File: src/rtl/vga_timing_pkg.sv
// rtl/vga_timing_pkg.sv - VGA timing presets, per-axis timing struct and shared types
package vga_timing_pkg;

    typedef struct packed {
        logic [15:0] sync;
        logic [15:0] back;
        logic [15:0] active;
        logic [15:0] front;
    } vga_timing_t;

    localparam vga_timing_t VGA_640X480_H = '{sync: 16'd96,  back: 16'd48, active: 16'd640, front: 16'd16};
    localparam vga_timing_t VGA_640X480_V = '{sync: 16'd2,   back: 16'd33, active: 16'd480, front: 16'd10};
    localparam vga_timing_t VGA_800X600_H = '{sync: 16'd128, back: 16'd88, active: 16'd800, front: 16'd40};
    localparam vga_timing_t VGA_800X600_V = '{sync: 16'd4,   back: 16'd23, active: 16'd600, front: 16'd1};

    typedef enum logic {
        ST_IDLE = 1'b0,
        ST_RUN  = 1'b1
    } vga_state_t;

    // Bars run white, yellow, cyan, green, magenta, red, blue, black: {r,g,b}
    function automatic logic [2:0] test_bar_rgb(input logic [2:0] bar);
        return {~bar[1], ~bar[2], ~bar[0]};
    endfunction

endpackage

File: src/rtl/vga_timing_gen_if.sv
// rtl/vga_timing_gen_if.sv - run control, pixel request and video output bundle
interface vga_timing_gen_if #(
    parameter int DATA_W = 24,
    parameter int CNT_W  = 12
) ();
    logic              en;
    logic              busy;
    logic              req_valid;
    logic [CNT_W-1:0]  req_x;
    logic [CNT_W-1:0]  req_y;
    logic [DATA_W-1:0] data_in;
    logic [DATA_W-1:0] vga_rgb;
    logic              vga_hs;
    logic              vga_vs;
    logic              vga_de;
    logic              frame_start;
    logic              line_start;

    modport master (
        input  en, data_in,
        output busy, req_valid, req_x, req_y,
        output vga_rgb, vga_hs, vga_vs, vga_de, frame_start, line_start
    );

    modport slave (
        output en, data_in,
        input  busy, req_valid, req_x, req_y,
        input  vga_rgb, vga_hs, vga_vs, vga_de, frame_start, line_start
    );
endinterface

File: src/rtl/vga_axis_counter.sv
// rtl/vga_axis_counter.sv - wrapping raster axis counter with sync/active decode
module vga_axis_counter
    import vga_timing_pkg::*;
#(
    parameter vga_timing_t TIMING = VGA_640X480_H,
    parameter int          CNT_W  = 12
) (
    input  logic             rst_clk,
    input  logic             rst,
    input  logic             clr,
    input  logic             inc,
    output logic [CNT_W-1:0] cnt,
    output logic [CNT_W-1:0] pos,
    output logic             at_last,
    output logic             sync_act,
    output logic             active
);
    localparam int ACT_LO = int'(TIMING.sync) + int'(TIMING.back);
    localparam int ACT_HI = ACT_LO + int'(TIMING.active);
    localparam int TOTAL  = ACT_HI + int'(TIMING.front);

    logic [CNT_W-1:0] cnt_q, cnt_d;

    assign cnt      = cnt_q;
    assign at_last  = (cnt_q == CNT_W'(TOTAL - 1));
    assign sync_act = (cnt_q < CNT_W'(TIMING.sync));
    assign active   = (cnt_q >= CNT_W'(ACT_LO)) && (cnt_q < CNT_W'(ACT_HI));
    assign pos      = active ? (cnt_q - CNT_W'(ACT_LO)) : '0;

    always_comb begin
        cnt_d = cnt_q;
        if (clr)
            cnt_d = '0;
        else if (inc)
            cnt_d = at_last ? '0 : cnt_q + 1'b1;
    end

    always_ff @(posedge rst_clk or posedge rst) begin
        if (rst) cnt_q <= '0;
        else     cnt_q <= cnt_d;
    end

endmodule

File: src/rtl/vga_timing_gen.sv
// rtl/vga_timing_gen.sv - VGA raster timing and pixel output stage; VGA_TEST_PATTERN_EN adds colour bars
module vga_timing_gen
    import vga_timing_pkg::*;
#(
    parameter int H_SYNC   = 96,
    parameter int H_BACK   = 48,
    parameter int H_ACTIVE = 640,
    parameter int H_FRONT  = 16,
    parameter int V_SYNC   = 2,
    parameter int V_BACK   = 33,
    parameter int V_ACTIVE = 480,
    parameter int V_FRONT  = 10,
    parameter bit HS_POL   = 1'b0,
    parameter bit VS_POL   = 1'b0,
    parameter int DATA_W   = 24,
    parameter int CNT_W    = 12,
    parameter int REQ_LAT  = 2
) (
    input  logic             rst_clk,
    input  logic             rst,
`ifdef VGA_TEST_PATTERN_EN
    input  logic             pattern_on,
`endif
    vga_timing_gen_if.master vif
);
    localparam vga_timing_t H_T = '{sync: 16'(H_SYNC), back: 16'(H_BACK),
                                    active: 16'(H_ACTIVE), front: 16'(H_FRONT)};
    localparam vga_timing_t V_T = '{sync: 16'(V_SYNC), back: 16'(V_BACK),
                                    active: 16'(V_ACTIVE), front: 16'(V_FRONT)};
`ifdef VGA_TEST_PATTERN_EN
    localparam int TAP_W = 5 + CNT_W;
`else
    localparam int TAP_W = 5;
`endif

    vga_state_t       state_q, state_d;
    logic             run;
    logic [CNT_W-1:0] h_cnt, v_cnt, h_pos, v_pos;
    logic             h_last, v_last, h_sync, v_sync, h_act, v_act;

    assign run = (state_q == ST_RUN);

    vga_axis_counter #(.TIMING(H_T), .CNT_W(CNT_W)) u_h_cnt (
        .rst_clk (rst_clk), .rst (rst), .clr (!run), .inc (1'b1),
        .cnt (h_cnt), .pos (h_pos), .at_last (h_last), .sync_act (h_sync), .active (h_act)
    );

    vga_axis_counter #(.TIMING(V_T), .CNT_W(CNT_W)) u_v_cnt (
        .rst_clk (rst_clk), .rst (rst), .clr (!run), .inc (h_last),
        .cnt (v_cnt), .pos (v_pos), .at_last (v_last), .sync_act (v_sync), .active (v_act)
    );

    // A stop request only takes effect at the frame wrap, so frames never truncate
    always_comb begin
        state_d = state_q;
        case (state_q)
            ST_IDLE: if (vif.en) state_d = ST_RUN;
            ST_RUN:  if (h_last && v_last && !vif.en) state_d = ST_IDLE;
            default: state_d = ST_IDLE;
        endcase
    end

    always_ff @(posedge rst_clk or posedge rst) begin
        if (rst) state_q <= ST_IDLE;
        else     state_q <= state_d;
    end

    assign vif.busy      = run;
    assign vif.req_valid = run && h_act && v_act;
    assign vif.req_x     = vif.req_valid ? h_pos : '0;
    assign vif.req_y     = vif.req_valid ? v_pos : '0;

    // Tap word: {[x], hs, vs, de, frame_start, line_start}; tap[0] is the live counter view
    logic [TAP_W-1:0] tap [REQ_LAT+1];

`ifdef VGA_TEST_PATTERN_EN
    assign tap[0] = {vif.req_x, run && h_sync, run && v_sync, vif.req_valid,
                     run && (h_cnt == '0) && (v_cnt == '0), run && (h_cnt == '0)};
`else
    assign tap[0] = {run && h_sync, run && v_sync, vif.req_valid,
                     run && (h_cnt == '0) && (v_cnt == '0), run && (h_cnt == '0)};
`endif

    for (genvar i = 1; i <= REQ_LAT; i++) begin : g_dly
        logic [TAP_W-1:0] tap_d, tap_q;

        always_comb tap_d = tap[i-1];

        always_ff @(posedge rst_clk or posedge rst) begin
            if (rst) tap_q <= '0;
            else     tap_q <= tap_d;
        end

        assign tap[i] = tap_q;
    end

    logic [TAP_W-1:0]  tap_o;
    logic [DATA_W-1:0] pix;
    logic [DATA_W-1:0] vga_rgb_d, vga_rgb_q;
    logic              vga_hs_d, vga_hs_q, vga_vs_d, vga_vs_q, vga_de_d, vga_de_q;
    logic              frame_start_d, frame_start_q, line_start_d, line_start_q;

    assign tap_o = tap[REQ_LAT];

`ifdef VGA_TEST_PATTERN_EN
    localparam int BAR_W = (H_ACTIVE / 8 > 0) ? H_ACTIVE / 8 : 1;
    localparam int CH_W  = DATA_W / 3;

    logic [CNT_W-1:0]  bar_idx;
    logic [2:0]        bar_rgb;
    logic [DATA_W-1:0] pat_rgb;

    // Driven from the delayed x so the bars line up with the delayed DE
    always_comb begin
        bar_idx = tap_o[TAP_W-1:5] / CNT_W'(BAR_W);
        bar_rgb = test_bar_rgb((bar_idx > CNT_W'(7)) ? 3'd7 : bar_idx[2:0]);
        pat_rgb = '0;
        pat_rgb[3*CH_W-1:0] = {{CH_W{bar_rgb[2]}}, {CH_W{bar_rgb[1]}}, {CH_W{bar_rgb[0]}}};
    end
`endif

    always_comb begin
        pix = vif.data_in;
`ifdef VGA_TEST_PATTERN_EN
        if (pattern_on) pix = pat_rgb;
`endif
        vga_rgb_d     = tap_o[2] ? pix : '0;
        vga_hs_d      = tap_o[4] ? HS_POL : ~HS_POL;
        vga_vs_d      = tap_o[3] ? VS_POL : ~VS_POL;
        vga_de_d      = tap_o[2];
        frame_start_d = tap_o[1];
        line_start_d  = tap_o[0];
    end

    always_ff @(posedge rst_clk or posedge rst) begin
        if (rst) begin
            vga_rgb_q     <= '0;
            vga_hs_q      <= ~HS_POL;
            vga_vs_q      <= ~VS_POL;
            vga_de_q      <= 1'b0;
            frame_start_q <= 1'b0;
            line_start_q  <= 1'b0;
        end else begin
            vga_rgb_q     <= vga_rgb_d;
            vga_hs_q      <= vga_hs_d;
            vga_vs_q      <= vga_vs_d;
            vga_de_q      <= vga_de_d;
            frame_start_q <= frame_start_d;
            line_start_q  <= line_start_d;
        end
    end

    assign vif.vga_rgb     = vga_rgb_q;
    assign vif.vga_hs      = vga_hs_q;
    assign vif.vga_vs      = vga_vs_q;
    assign vif.vga_de      = vga_de_q;
    assign vif.frame_start = frame_start_q;
    assign vif.line_start  = line_start_q;

endmodule

File: src/flat_wrapper.sv
// flat-port wrapper written by rule: the top's interface ports become plain ports
module vga_timing_gen_flat import vga_timing_pkg::*;
#(
    parameter int H_SYNC   = 96,
    parameter int H_BACK   = 48,
    parameter int H_ACTIVE = 640,
    parameter int H_FRONT  = 16,
    parameter int V_SYNC   = 2,
    parameter int V_BACK   = 33,
    parameter int V_ACTIVE = 480,
    parameter int V_FRONT  = 10,
    parameter bit HS_POL   = 1'b0,
    parameter bit VS_POL   = 1'b0,
    parameter int DATA_W   = 24,
    parameter int CNT_W    = 12,
    parameter int REQ_LAT  = 2
)
  (rst_clk, rst, vif_en, vif_data_in, vif_busy, vif_req_valid, vif_req_x, vif_req_y, vif_vga_rgb, vif_vga_hs, vif_vga_vs, vif_vga_de, vif_frame_start, vif_line_start);
  vga_timing_gen_if #(.DATA_W(DATA_W), .CNT_W(CNT_W)) vif_i ();
  input  logic rst_clk;
  input  logic rst;
  input wire logic [$bits(vif_i.en)-1:0] vif_en;
  input wire logic [$bits(vif_i.data_in)-1:0] vif_data_in;
  output wire logic [$bits(vif_i.busy)-1:0] vif_busy;
  output wire logic [$bits(vif_i.req_valid)-1:0] vif_req_valid;
  output wire logic [$bits(vif_i.req_x)-1:0] vif_req_x;
  output wire logic [$bits(vif_i.req_y)-1:0] vif_req_y;
  output wire logic [$bits(vif_i.vga_rgb)-1:0] vif_vga_rgb;
  output wire logic [$bits(vif_i.vga_hs)-1:0] vif_vga_hs;
  output wire logic [$bits(vif_i.vga_vs)-1:0] vif_vga_vs;
  output wire logic [$bits(vif_i.vga_de)-1:0] vif_vga_de;
  output wire logic [$bits(vif_i.frame_start)-1:0] vif_frame_start;
  output wire logic [$bits(vif_i.line_start)-1:0] vif_line_start;
  assign vif_i.en = vif_en;
  assign vif_i.data_in = vif_data_in;
  assign vif_busy = vif_i.busy;
  assign vif_req_valid = vif_i.req_valid;
  assign vif_req_x = vif_i.req_x;
  assign vif_req_y = vif_i.req_y;
  assign vif_vga_rgb = vif_i.vga_rgb;
  assign vif_vga_hs = vif_i.vga_hs;
  assign vif_vga_vs = vif_i.vga_vs;
  assign vif_vga_de = vif_i.vga_de;
  assign vif_frame_start = vif_i.frame_start;
  assign vif_line_start = vif_i.line_start;
  vga_timing_gen #(.H_SYNC(H_SYNC), .H_BACK(H_BACK), .H_ACTIVE(H_ACTIVE), .H_FRONT(H_FRONT), .V_SYNC(V_SYNC), .V_BACK(V_BACK), .V_ACTIVE(V_ACTIVE), .V_FRONT(V_FRONT), .HS_POL(HS_POL), .VS_POL(VS_POL), .DATA_W(DATA_W), .CNT_W(CNT_W), .REQ_LAT(REQ_LAT)) u_core (.rst_clk(rst_clk), .rst(rst), .vif(vif_i));
endmodule
File: config.mk
export PLATFORM = sky130hd
export DESIGN_NAME = vga_timing_gen_flat
export DESIGN_NICKNAME = d
export VERILOG_FILES = /design/src/rtl/vga_timing_pkg.sv /design/src/rtl/vga_timing_gen_if.sv /design/src/rtl/vga_axis_counter.sv /design/src/rtl/vga_timing_gen.sv /design/src/flat_wrapper.sv
export SDC_FILE = /design/constraint.sdc
export NUM_CORES = 1
export LEC_CHECK = 0
export ABC_CLOCK_PERIOD_IN_PS = 2400
export CORE_MARGIN = 3
export CORE_UTILIZATION = 44
export CTS_CLUSTER_DIAMETER = 40
export DETAILED_ROUTE_END_ITERATION = 16
export GPL_TIMING_DRIVEN = 0
export HOLD_SLACK_MARGIN = 0.02
export PLACE_DENSITY = 0.77
export SLEW_MARGIN = 20
export SYNTH_ARGS = -nofsm -noshare
export SYNTH_HDL_FRONTEND = slang
export SYNTH_SLANG_ARGS = --single-unit
File: constraint.sdc
create_clock -name rst_clk -period 2.4 [get_ports rst_clk]
set_input_delay 0.6 -clock rst_clk [delete_from_list [all_inputs] [get_ports rst_clk]]
set_output_delay 0.6 -clock rst_clk [all_outputs]
set_load 0.05 [all_outputs]
==> flow_metrics.py, run 1 <==
metrics = {
    "run_status": {
        "result_of_the_run": "complete, but fails checks",
        "failed_checks": "negative setup slack",
    },
    "pwr": {
        "seq_power_share": 0.506,
        "p_comb_frac": 0.034,
        "cellPowerDensity_nw_per_um2": 427,
        "switching_share": 0.207,
        "ir_drop_uv": 308,
        "power.clock.fraction": 0.459,
        "power_report.internal_total_uw": 1690,
        "power_leakage_uw": 0.00223,
        "power_spent_charging_and_discharging_nets_uw": 441,
    },
    "cts": {
        "tritoncts.num_buffers": 9,
        "htree_num_levels": 3,
        "tritoncts": "built",
        "cts_root_buffer": "sky130_fd_sc_hd__clkbuf_8",
        "cts-root-to-sink-buffers": 2,
        "cts.reportedPaths.clkPinSlew_ns": 0.08,
        "clock_latency_ns": 0.34,
        "cts_hold_buffers": 0,
        "sinks_on_the_clock_net": 64,
    },
    "place": {
        "weighted_congestion_reported_at_the_end_of_routability_driven_placement": 0.925,
        "detailed_place_hpwl_um": 5690,
        "port_buffers": 80,
        "worst_case_setup_slack_after_placement_ns": -0.951,
    },
    "global_routing": {
        "grt_pass1_vias": 2729,
        "global_route.peak_usage_layer": "met2",
        "globalRouteOverflowTotal": 0,
        "grt_pass1_wl_um": 14300,
        "grt.total_usage": 0.220,
        "met1_usage": 0.298,
        "largest_net_degree_at_the_start_of_global_routing": 58,
        "groute.layer.met3.usage": 0.0754,
        "antenna_found_initial": 0,
        "use_met2": 0.323,
    },
    "timing": {
        "grt_setup_unrepaired": "yes",
        "final_period_minus_worst_setup_slack_ns": 2.93,
        "worst-slew-pin-transition_ns": 0.815,
        "timing.fmax_ghz": 0.341,
        "finalSetupViolations": 24,
        "final_hold_viol_count": 0,
        "fin_ws_ns": -0.529,
        "final.setup_skew_ns": 0.0114,
        "maxSlewViolCount": 0,
        "max-slew-margin-rel": 0.449,
        "setup-tns-final_ns": -11.16,
        "final.period_utilization": 1.22,
    },
    "final_layout": {
        "finish.net_count": 457,
        "final_core_util": 0.722,
        "syn_to_final_growth_pct": 56.0,
        "drive_above_1_share": 0.304,
        "insertedDiodeCount": 0,
        "final_common_cell": "sky130_fd_sc_hd__dfrtp_1",
        "final_cell_mix": "sky130_fd_sc_hd__dfrtp_1, sky130_fd_sc_hd__clkdlybuf4s50_1, sky130_fd_sc_hd__buf_6, sky130_fd_sc_hd__and2_1, sky130_fd_sc_hd__nand2_1",
    },
    "route": {
        "route.detailed.drc": 0,
        "first_pass_iters": 4,
        "detail-route-antenna-nets": 0,
        "wire_per_inst_um": 16.6,
        "routed_wirelength_um": 8700,
        "dr.first_iter.drc_count": 131,
        "avgViaCountPerCell": 5.28,
        "detailroute.via_count": 2768,
    },
    "critical_path": {
        "setup.reg_to_reg.worst_slack_ns": 0.10,
        "critical_path.reg2reg.startpoint": "u_core.u_v_cnt.cnt[0]",
        "cp-end-kind": "output port",
        "worst_ep_required_time_ns": 1.80,
        "critPathLaunch": "u_core.u_h_cnt.cnt[5]",
        "r2r_cells": 9,
        "crit_end": "vif_req_x[3]",
        "worst_setup_path_start_kind": "register",
        "critical_path.max_fanout": 5,
        "critical_path_arrival_ns": 2.33,
        "critical_path_class": "register to output port",
        "timing.rr.end": "u_core.u_v_cnt.cnt[5]",
    },
    "synth": {
        "post_synth_net_total": 349,
        "synth_cell_types": 54,
        "postSynthCellCount": 315,
        "syn_area_um2": 3200,
        "postSynthAreaPerCell_um2": 10.1,
        "synth-main-ff-cell": "sky130_fd_sc_hd__dfrtp_1",
        "synth_seq_area_share": 0.502,
        "synthesis.yosys.warnings": 0,
        "synth_async_sr_flop_share": 1.00,
        "synth_enable_flop_cells": 0,
        "ys_ff_latch": 64,
    },
    "die": {
        "die_h_um": 91.2,
        "start_util": 0.463,
        "core_area_um2": 6910,
        "ioPinCount": 82,
        "design.die.area_um2": 8320,
        "die_outline_width_um": 91.2,
        "fp-row-count": 30,
    },
    "job": {
        "cap_viol_max_count": 0,
    },
    "worst_hold_path": {
        "worstHoldPathType": "register to register",
    },
}
[timing repair]
action | 4_1_cts | 5_1_grt
pin swaps | 10 | 12
setup buffers | 17 | 2
resized for setup | 203 | 10
setup endpoints to repair | 24 | 24
gates cloned | 2 | 0
[area by class of cell]
class | instances | area [um2]
Tap cell | 96 | 120
Clock inverter | 2 | 37.5
Timing Repair Buffer | 100 | 1030
Fill cell | 505 | 1920
Buffer | 23 | 195
Sequential cell | 64 | 1610
Inverter | 14 | 57.6
Clock buffer | 14 | 173
Multi-Input combinational cell | 211 | 1770
[critical path: stages, from the launching register on]
cell and delay [ns]:
sky130_fd_sc_hd__dfrtp_2 0.43, sky130_fd_sc_hd__inv_4 0.08, sky130_fd_sc_hd__ha_4 0.13, sky130_fd_sc_hd__nor2b_4 0.12, sky130_fd_sc_hd__nand4_1 0.09, sky130_fd_sc_hd__a221o_2 0.49
sky130_fd_sc_hd__buf_6 0.15, sky130_fd_sc_hd__buf_6 0.11, sky130_fd_sc_hd__nor3b_4 0.19, sky130_fd_sc_hd__buf_6 0.18
[metal layers]
metal  up-vias  part of all wire
li1       1309                 -
met5         -                 0
met1      1313              0.45
met3        11             0.081
met4         0             0.015
met2       135              0.46
[state kept, by name, summed over array words and instances (netlist names)]
register and count:
u_core.u_v_cnt.cnt 12, u_core.vif.vga_vs 1, u_core.vif.vga_rgb 24, u_core.vif.busy 1, u_core.vif.frame_start 1, u_core.u_h_cnt.cnt 12
u_core.vif.line_start 1, u_core.vif.vga_de 1, u_core.g_dly.tap_q 10, u_core.vif.vga_hs 1
[worst min path at each step]
stage	slack (ns)	end	cells past startpoint	start
2_1_floorplan	0.33	u_core.g_dly[2].tap_q[0]	0	u_core.g_dly[1].tap_q[0]
3_3_place_gp	0.33	u_core.g_dly[2].tap_q[0]	0	u_core.g_dly[1].tap_q[0]
3_5_place_dp	0.34	u_core.g_dly[2].tap_q[0]	0	u_core.g_dly[1].tap_q[0]
4_1_cts	0.35	u_core.g_dly[2].tap_q[3]	0	u_core.g_dly[1].tap_q[3]
5_1_grt	0.35	u_core.g_dly[2].tap_q[3]	0	u_core.g_dly[1].tap_q[3]
6_report	0.34	u_core.g_dly[2].tap_q[3]	0	u_core.g_dly[1].tap_q[3]
[synth_stat cells (all sizes together), types with 2 or more instances]
cell	number	area share
a211oi	2	0.0047
a21oi	10	0.016
a221o	2	0.0063
a22o	3	0.0082
a31o	3	0.0082
and2	28	0.055
and3	6	0.012
and4	2	0.0055
buf	16	0.029
clkbuf	10	0.012
dfrtp	62	0.49
dfstp	2	0.016
ha	7	0.027
inv	14	0.016
nand2	21	0.025
nand2b	2	0.0039
nand3	8	0.013
nand4	7	0.014
nor2	18	0.021
nor3	26	0.052
nor3b	8	0.020
nor4	9	0.020
o21a	2	0.0047
o21ai	4	0.0063
o31a	2	0.0055
or3	3	0.0059
or4	2	0.0047
xnor2	14	0.038
xor2	3	0.0082
[power groups by stage]
stage               logic [uW]  clock network, uW  registers [uW]
floorplan                 20.6                  0            1100
finish                    73.2                978            1080
CTS                       75.4                987            1080
global route              79.6               1040            1080
global placement          67.9                  0            1100
detailed placement        75.0                  0            1100
[metrics by stage]
step                power [uW]  hold slack [ns]  instances  area (um2)
floorplan                 1120            0.331        315        3480
global placement          1170            0.332        491        4400
detailed placement        1170            0.336        492        4430
CTS                       2140            0.348        524        4990
global route              2200            0.350        524        4990
finish                    2130            0.343        524        4990
[cells by family after synthesis]
group	share of synthesized area
buffers and inverters	0.0579
adder cells (fa/ha/maj)	0.0274
other	0.00117
XOR/XNOR	0.0466
AO/OA/AOI/OAI	0.0998
AND/OR/NAND/NOR	0.262
multiplexers	0.00313
flip-flops	0.502
Note: power is estimated with default switching activity, not from simulation.
==> run 2: changes to the inputs <==
- CTS_CLUSTER_SIZE: not set -> 30
- TNS_END_PERCENT: not set -> 30
==> run 2 against run 1 <==
  * The run still ends with negative setup slack left
  * Final cell count decreased by 1.3%
  * Power increased by 2.1%
  * Utilization decreased by 0.69 points
  * Sequential cell count unchanged
  * First-iteration DRC count increased by 31%
  * Setup slack improved by 0.0077 ns
  * Wire length decreased by 2.7%
  * Clock skew decreased by 0.0060 ns
  * Global-route usage decreased by 1.4 points
  * Register-to-register slack improved by 0.17 ns
  * Largest cell class unchanged
  * Largest power group unchanged
==> flow_metrics.py, run 2 (synthesis results as in run 1) <==
metrics = {
    "pwr": {
        "switching_share": 0.192,
        "power_spent_charging_and_discharging_nets_uw": 417,
        "power_report.internal_total_uw": 1760,
        "p_comb_frac": 0.033,
        "cellPowerDensity_nw_per_um2": 440,
        "ir_drop_uv": 367,
        "power_leakage_uw": 0.00219,
        "power.clock.fraction": 0.470,
        "seq_power_share": 0.496,
    },
    "die": {
        "die_outline_width_um": 91.2,
        "ioPinCount": 82,
        "fp-row-count": 30,
        "core_area_um2": 6910,
        "start_util": 0.463,
        "design.die.area_um2": 8320,
        "die_h_um": 91.2,
    },
    "place": {
        "placed_cells": 492,
        "port_buffers": 80,
        "place_area_um2": 4420,
        "detailed_place_hpwl_um": 5760,
        "weighted_congestion_reported_at_the_end_of_routability_driven_placement": 0.900,
    },
    "timing": {
        "final_hold_viol_count": 0,
        "hold_ws_ns": 0.350,
        "final_period_minus_worst_setup_slack_ns": 2.92,
        "final.period_utilization": 1.22,
        "maxSlewViolCount": 0,
        "worst-slew-pin-transition_ns": 0.836,
        "fin_ws_ns": -0.521,
        "max-slew-margin-rel": 0.435,
        "timing.fmax_ghz": 0.342,
        "finalSetupViolations": 24,
        "final.setup_skew_ns": 0.00541,
        "grt_setup_unrepaired": "yes",
    },
    "critical_path": {
        "timing.critical_path.slowest_stage_cell": "sky130_fd_sc_hd__a221o_2",
        "setup.reg_to_reg.worst_slack_ns": 0.27,
        "cpPeakStageDelay_ns": 0.47,
        "worst_setup_path_start_kind": "register",
        "cp-end-kind": "output port",
        "critical_path_arrival_ns": 2.32,
        "timing.rr.end": "u_core.u_v_cnt.cnt[5]",
        "critical_path_class": "register to output port",
        "r2r_cells": 8,
        "critical_path.max_fanout": 3,
        "timing.critical_path.cells": "buf_6 > ha_4 > nor2b_4 > nand4_1 > a221o_2 > buf_6 > nor4_4 > buf_6",
        "most_used_cell_along_the_critical_path": "sky130_fd_sc_hd__buf_6",
        "worst_ep_required_time_ns": 1.80,
        "critical_path.reg2reg.startpoint": "u_core.u_v_cnt.cnt[0]",
    },
    "cts": {
        "cts_hold_buffers": 0,
        "sinks_on_the_clock_net": 64,
        "cts-root-to-sink-buffers": 2,
        "tritoncts.num_buffers": 9,
        "htree_num_levels": 3,
        "tritoncts": "built",
        "cts.reportedPaths.clkPinSlew_ns": 0.07,
        "cts_root_buffer": "sky130_fd_sc_hd__clkbuf_8",
        "clock_latency_ns": 0.33,
    },
    "route": {
        "route.detailed.drc": 0,
        "wl_met1_um": 3730,
        "avgViaCountPerCell": 5.39,
        "met2_length_um": 3920,
        "first_pass_iters": 4,
        "detail-route-antenna-nets": 0,
        "dr.first_iter.drc_count": 172,
        "detailroute.via_count": 2786,
        "routed_wirelength_um": 8460,
        "top_layer_used": "met4",
        "wire_per_inst_um": 16.4,
        "routed_wl_met3_um": 708,
    },
    "final_layout": {
        "final_common_cell": "sky130_fd_sc_hd__dfrtp_1",
        "stdcell_area_um2": 4940,
        "drive_above_1_share": 0.297,
        "largest_register_ff_count": 24,
        "insertedDiodeCount": 0,
        "finish.net_count": 451,
        "final_cells": 517,
        "final_core_util": 0.715,
        "syn_to_final_growth_pct": 54.5,
        "final_cell_mix": "sky130_fd_sc_hd__dfrtp_1, sky130_fd_sc_hd__clkdlybuf4s50_1, sky130_fd_sc_hd__buf_6, sky130_fd_sc_hd__and2_1, sky130_fd_sc_hd__nand2_1",
    },
    "worst_hold_path": {
        "worst_hold_path.num_cells": 0,
        "worstHoldPathType": "register to register",
        "timing.hold.worst_endpoint": "u_core.g_dly[2].tap_q[2]",
        "min-delay-start": "u_core.g_dly[1].tap_q[2]",
    },
    "run_status": {
        "result_of_the_run": "complete, but fails checks",
        "failed_checks": "negative setup slack",
    },
    "global_routing": {
        "globalRouteOverflowTotal": 0,
        "antenna_found_initial": 0,
        "grt.total_usage": 0.206,
        "grt_pass1_vias": 2687,
        "largest_net_degree_at_the_start_of_global_routing": 60,
        "grt_pass1_wl_um": 13600,
    },
    "job": {
        "cap_viol_max_count": 0,
    },
}
-- run 2: worst max path at each step --
stage / slack (ns) / endpoint / startpoint
finish: -0.52 / vif_req_x[7] / u_core.u_h_cnt.cnt[4]
global placement: -1.07 / u_core.u_h_cnt.cnt[4] / rst
CTS: -0.52 / vif_req_y[3] / u_core.u_v_cnt.cnt[1]
floorplan: -0.27 / vif_req_x[3] / u_core.u_v_cnt.cnt[1]
global route: -0.63 / vif_req_x[10] / u_core.u_h_cnt.cnt[4]
detailed placement: -1.06 / vif_req_x[9] / u_core.u_v_cnt.cnt[1]
-- run 2: cell type report --
cell class,instances,area (um2)
fillers,506,1970
multi-input cells,211,1730
flip-flops and latches,64,1610
repair buffers,95,1030
plain buffers,22,169
clock buffers,12,155
well taps,96,120
clock inverters,3,65.1
inverters,14,57.6
-- run 2: power groups by stage --
stage	Sequential [uW]	Clock (uW)	Combinational [uW]
global placement	1100	0	67.7
finish	1080	1020	72.8
global route	1080	1090	80.2
detailed placement	1100	0	74.2
CTS	1080	1040	74.9
floorplan	1100	0	20.6
-- run 2: what timing repair did --
action                     4_1_cts  5_1_grt
gates resized for setup        191       10
setup endpoints to repair       24       24
setup buffers                   10        2
pin swaps                        5       16
cloned                           1        1
-- run 2: metrics by stage --
stage	setup TNS [ns]	power [uW]	worst slack [ns]
after global placement	-76.88	1170	-1.07
after detailed placement	-23.63	1170	-1.06
after global routing	-14.23	2250	-0.630
final	-11.48	2170	-0.521
after CTS	-11.21	2190	-0.518
after floorplan	-5.26	1120	-0.275
-- run 2: critical path: cells and delay by family, from the launching register on --
family	cells	cell delay, ns
AOI/OAI and AO/OA	1	0.47
adders and majority gates	1	0.12
buffers and inverters	3	0.46
DFF	1	0.41
and+or+nand+nor	3	0.52
-- run 2: routing by layer --
layer  track usage  vias to the layer above
met5             0                        -
met3        0.0646                       10
met2         0.313                      150
met4        0.0616                        0
li1              -                     1295
met1         0.284                     1331
==> run 3: changes to the inputs <==
- CORE_MARGIN: 3 -> 4
==> run 3 against run 2 <==
  * The flow still finishes with violations (negative setup slack)
  * Combinational power fell by 2%
  * Final area increased by 1.2%
  * Final cell count rose by 1.5%
  * Worst hold slack hardly changed
  * Register-to-register slack lost 0.03 ns
  * Clock skew is 0.0042 ns higher
  * Clock power is essentially flat
  * Non-clock buffer count up 7
==> flow_metrics.py, run 3 (synthesis results as in run 1) <==
metrics = {
    "timing": {
        "final.period_utilization": 1.24,
        "final.setup_skew_ns": 0.00962,
        "final_period_minus_worst_setup_slack_ns": 2.98,
        "timing.fmax_ghz": 0.336,
        "max-slew-margin-rel": 0.419,
        "maxSlewViolCount": 0,
        "fin_ws_ns": -0.577,
        "hold_ws_ns": 0.350,
        "worst-slew-pin-transition_ns": 0.860,
        "finalSetupViolations": 24,
        "final_hold_viol_count": 0,
        "grt_setup_unrepaired": "yes",
    },
    "final_layout": {
        "final-seq-area_um2": 1610,
        "syn_to_final_growth_pct": 56.4,
        "insertedDiodeCount": 0,
        "largest_register_ff_count": 24,
        "finish.net_count": 458,
        "filler_cell_count": 521,
        "multi_input_area_um2": 1750,
        "final_common_cell": "sky130_fd_sc_hd__dfrtp_1",
        "final_cell_mix": "sky130_fd_sc_hd__dfrtp_1, sky130_fd_sc_hd__clkdlybuf4s50_1, sky130_fd_sc_hd__and2_1, sky130_fd_sc_hd__buf_6",
        "drive_above_1_share": 0.308,
    },
    "cts": {
        "cts.reportedPaths.clkPinSlew_ns": 0.07,
        "tritoncts": "built",
        "clock_latency_ns": 0.34,
        "sinks_on_the_clock_net": 64,
        "cts_hold_buffers": 0,
        "cts_root_buffer": "sky130_fd_sc_hd__clkbuf_8",
        "cts-root-to-sink-buffers": 2,
        "htree_num_levels": 3,
        "tritoncts.num_buffers": 9,
    },
    "die": {
        "design.die.area_um2": 8690,
        "ioPinCount": 82,
        "start_util": 0.463,
        "die_h_um": 93.2,
        "fp-row-count": 30,
        "core_area_um2": 6910,
        "die_outline_width_um": 93.2,
    },
    "route": {
        "wl_met1_um": 3690,
        "top_layer_used": "met4",
        "routed_wirelength_um": 8790,
        "avgViaCountPerCell": 5.38,
        "route.detailed.drc": 0,
        "detail-route-antenna-nets": 0,
        "detailroute.via_count": 2827,
        "routed_wl_met3_um": 800,
        "wire_per_inst_um": 16.7,
        "first_pass_iters": 4,
        "dr.first_iter.drc_count": 290,
        "met2_length_um": 4170,
    },
    "global_routing": {
        "antenna_found_initial": 0,
        "grt_pass1_wl_um": 14200,
        "largest_net_degree_at_the_start_of_global_routing": 43,
        "grt_pass1_vias": 2685,
        "grt.total_usage": 0.211,
        "globalRouteOverflowTotal": 0,
    },
    "place": {
        "weighted_congestion_reported_at_the_end_of_routability_driven_placement": 0.938,
        "detailed_place_hpwl_um": 5800,
        "port_buffers": 80,
    },
    "worst_hold_path": {
        "worstHoldPathType": "register to register",
    },
    "pwr": {
        "ir_drop_uv": 352,
        "power_leakage_uw": 0.00227,
        "design_power_total_uw": 2150,
        "cellPowerDensity_nw_per_um2": 430,
    },
    "critical_path": {
        "worst_ep_required_time_ns": 1.80,
        "critical_path_class": "register to output port",
        "worst_setup_path_start_kind": "register",
        "cp-end-kind": "output port",
        "critical_path_arrival_ns": 2.38,
        "critical_path.max_fanout": 10,
    },
    "run_status": {
        "result_of_the_run": "complete, but fails checks",
        "failed_checks": "negative setup slack",
    },
    "job": {
        "cap_viol_max_count": 0,
    },
}
## run 3: report_power, final
group,switching [uW],internal (uW)
clock network,421,582
logic,29.8,41.5
registers,0,1080
## run 3: area by class of cell
class                           count  share of cell area
Clock inverter                      6              0.0168
Tap cell                           96              0.0240
Multi-Input combinational cell    211               0.350
Inverter                           14              0.0110
Timing Repair Buffer              103               0.214
Sequential cell                    64               0.322
Buffer                             21              0.0360
Clock buffer                       10              0.0255
## run 3: final timing paths
path                                     startpoint                     end  slack [ns]  cells after the start
setup / recovery              u_core.u_v_cnt.cnt[8]            vif_req_x[7]       -0.58                      7
hold / removal             u_core.g_dly[2].tap_q[3]       u_core.vif.vga_vs        0.35                      1
setup reg to reg              u_core.u_h_cnt.cnt[4]   u_core.u_v_cnt.cnt[4]        0.24                      7
hold reg to reg            u_core.g_dly[2].tap_q[3]       u_core.vif.vga_vs        0.35                      1
max in group asynchronous                       rst       u_core.vif.vga_hs        1.27                      3
min in group asynchronous                       rst  u_core.vif.vga_rgb[16]        0.55                      2
## run 3: worst max-delay path: stages (launching register included)
cell and delay (ns):
sky130_fd_sc_hd__dfrtp_1 0.36, sky130_fd_sc_hd__buf_4 0.18, sky130_fd_sc_hd__a211oi_2 0.32, sky130_fd_sc_hd__o211ai_1 0.17, sky130_fd_sc_hd__a221o_2 0.36, sky130_fd_sc_hd__buf_12 0.16
sky130_fd_sc_hd__nor4_4 0.29, sky130_fd_sc_hd__buf_6 0.20
## run 3: timing repair
action / 4_1_cts / 5_1_grt
resized for setup: 191 / 17
pin swaps: 20 / 6
setup endpoints to repair: 24 / 24
buffers inserted: 12 / 9
cloned: 2 / 0
## run 3: through the flow
| step | std cells | setup WS [ns] | util | cell area [um2] | setup TNS, ns |
|---|---|---|---|---|---|
| after floorplan | 315 | -0.275 | - | 3470 | -5.26 |
| after global placement | 491 | -1.06 | 0.636 | 4390 | -77.51 |
| after detailed placement | 492 | -1.04 | 0.639 | 4420 | -23.22 |
| after CTS | 518 | -0.550 | 0.708 | 4890 | -11.88 |
| after global routing | 525 | -0.659 | 0.724 | 5000 | -14.55 |
| final | 525 | -0.577 | 0.724 | 5000 | -12.42 |
## run 3: per-layer routing
metal | vias up | global-route usage
met1 | 1359 | 0.291
li1 | 1311 | -
met3 | 10 | 0.0539
met5 | - | 0
met4 | 0 | 0.0598
met2 | 147 | 0.328
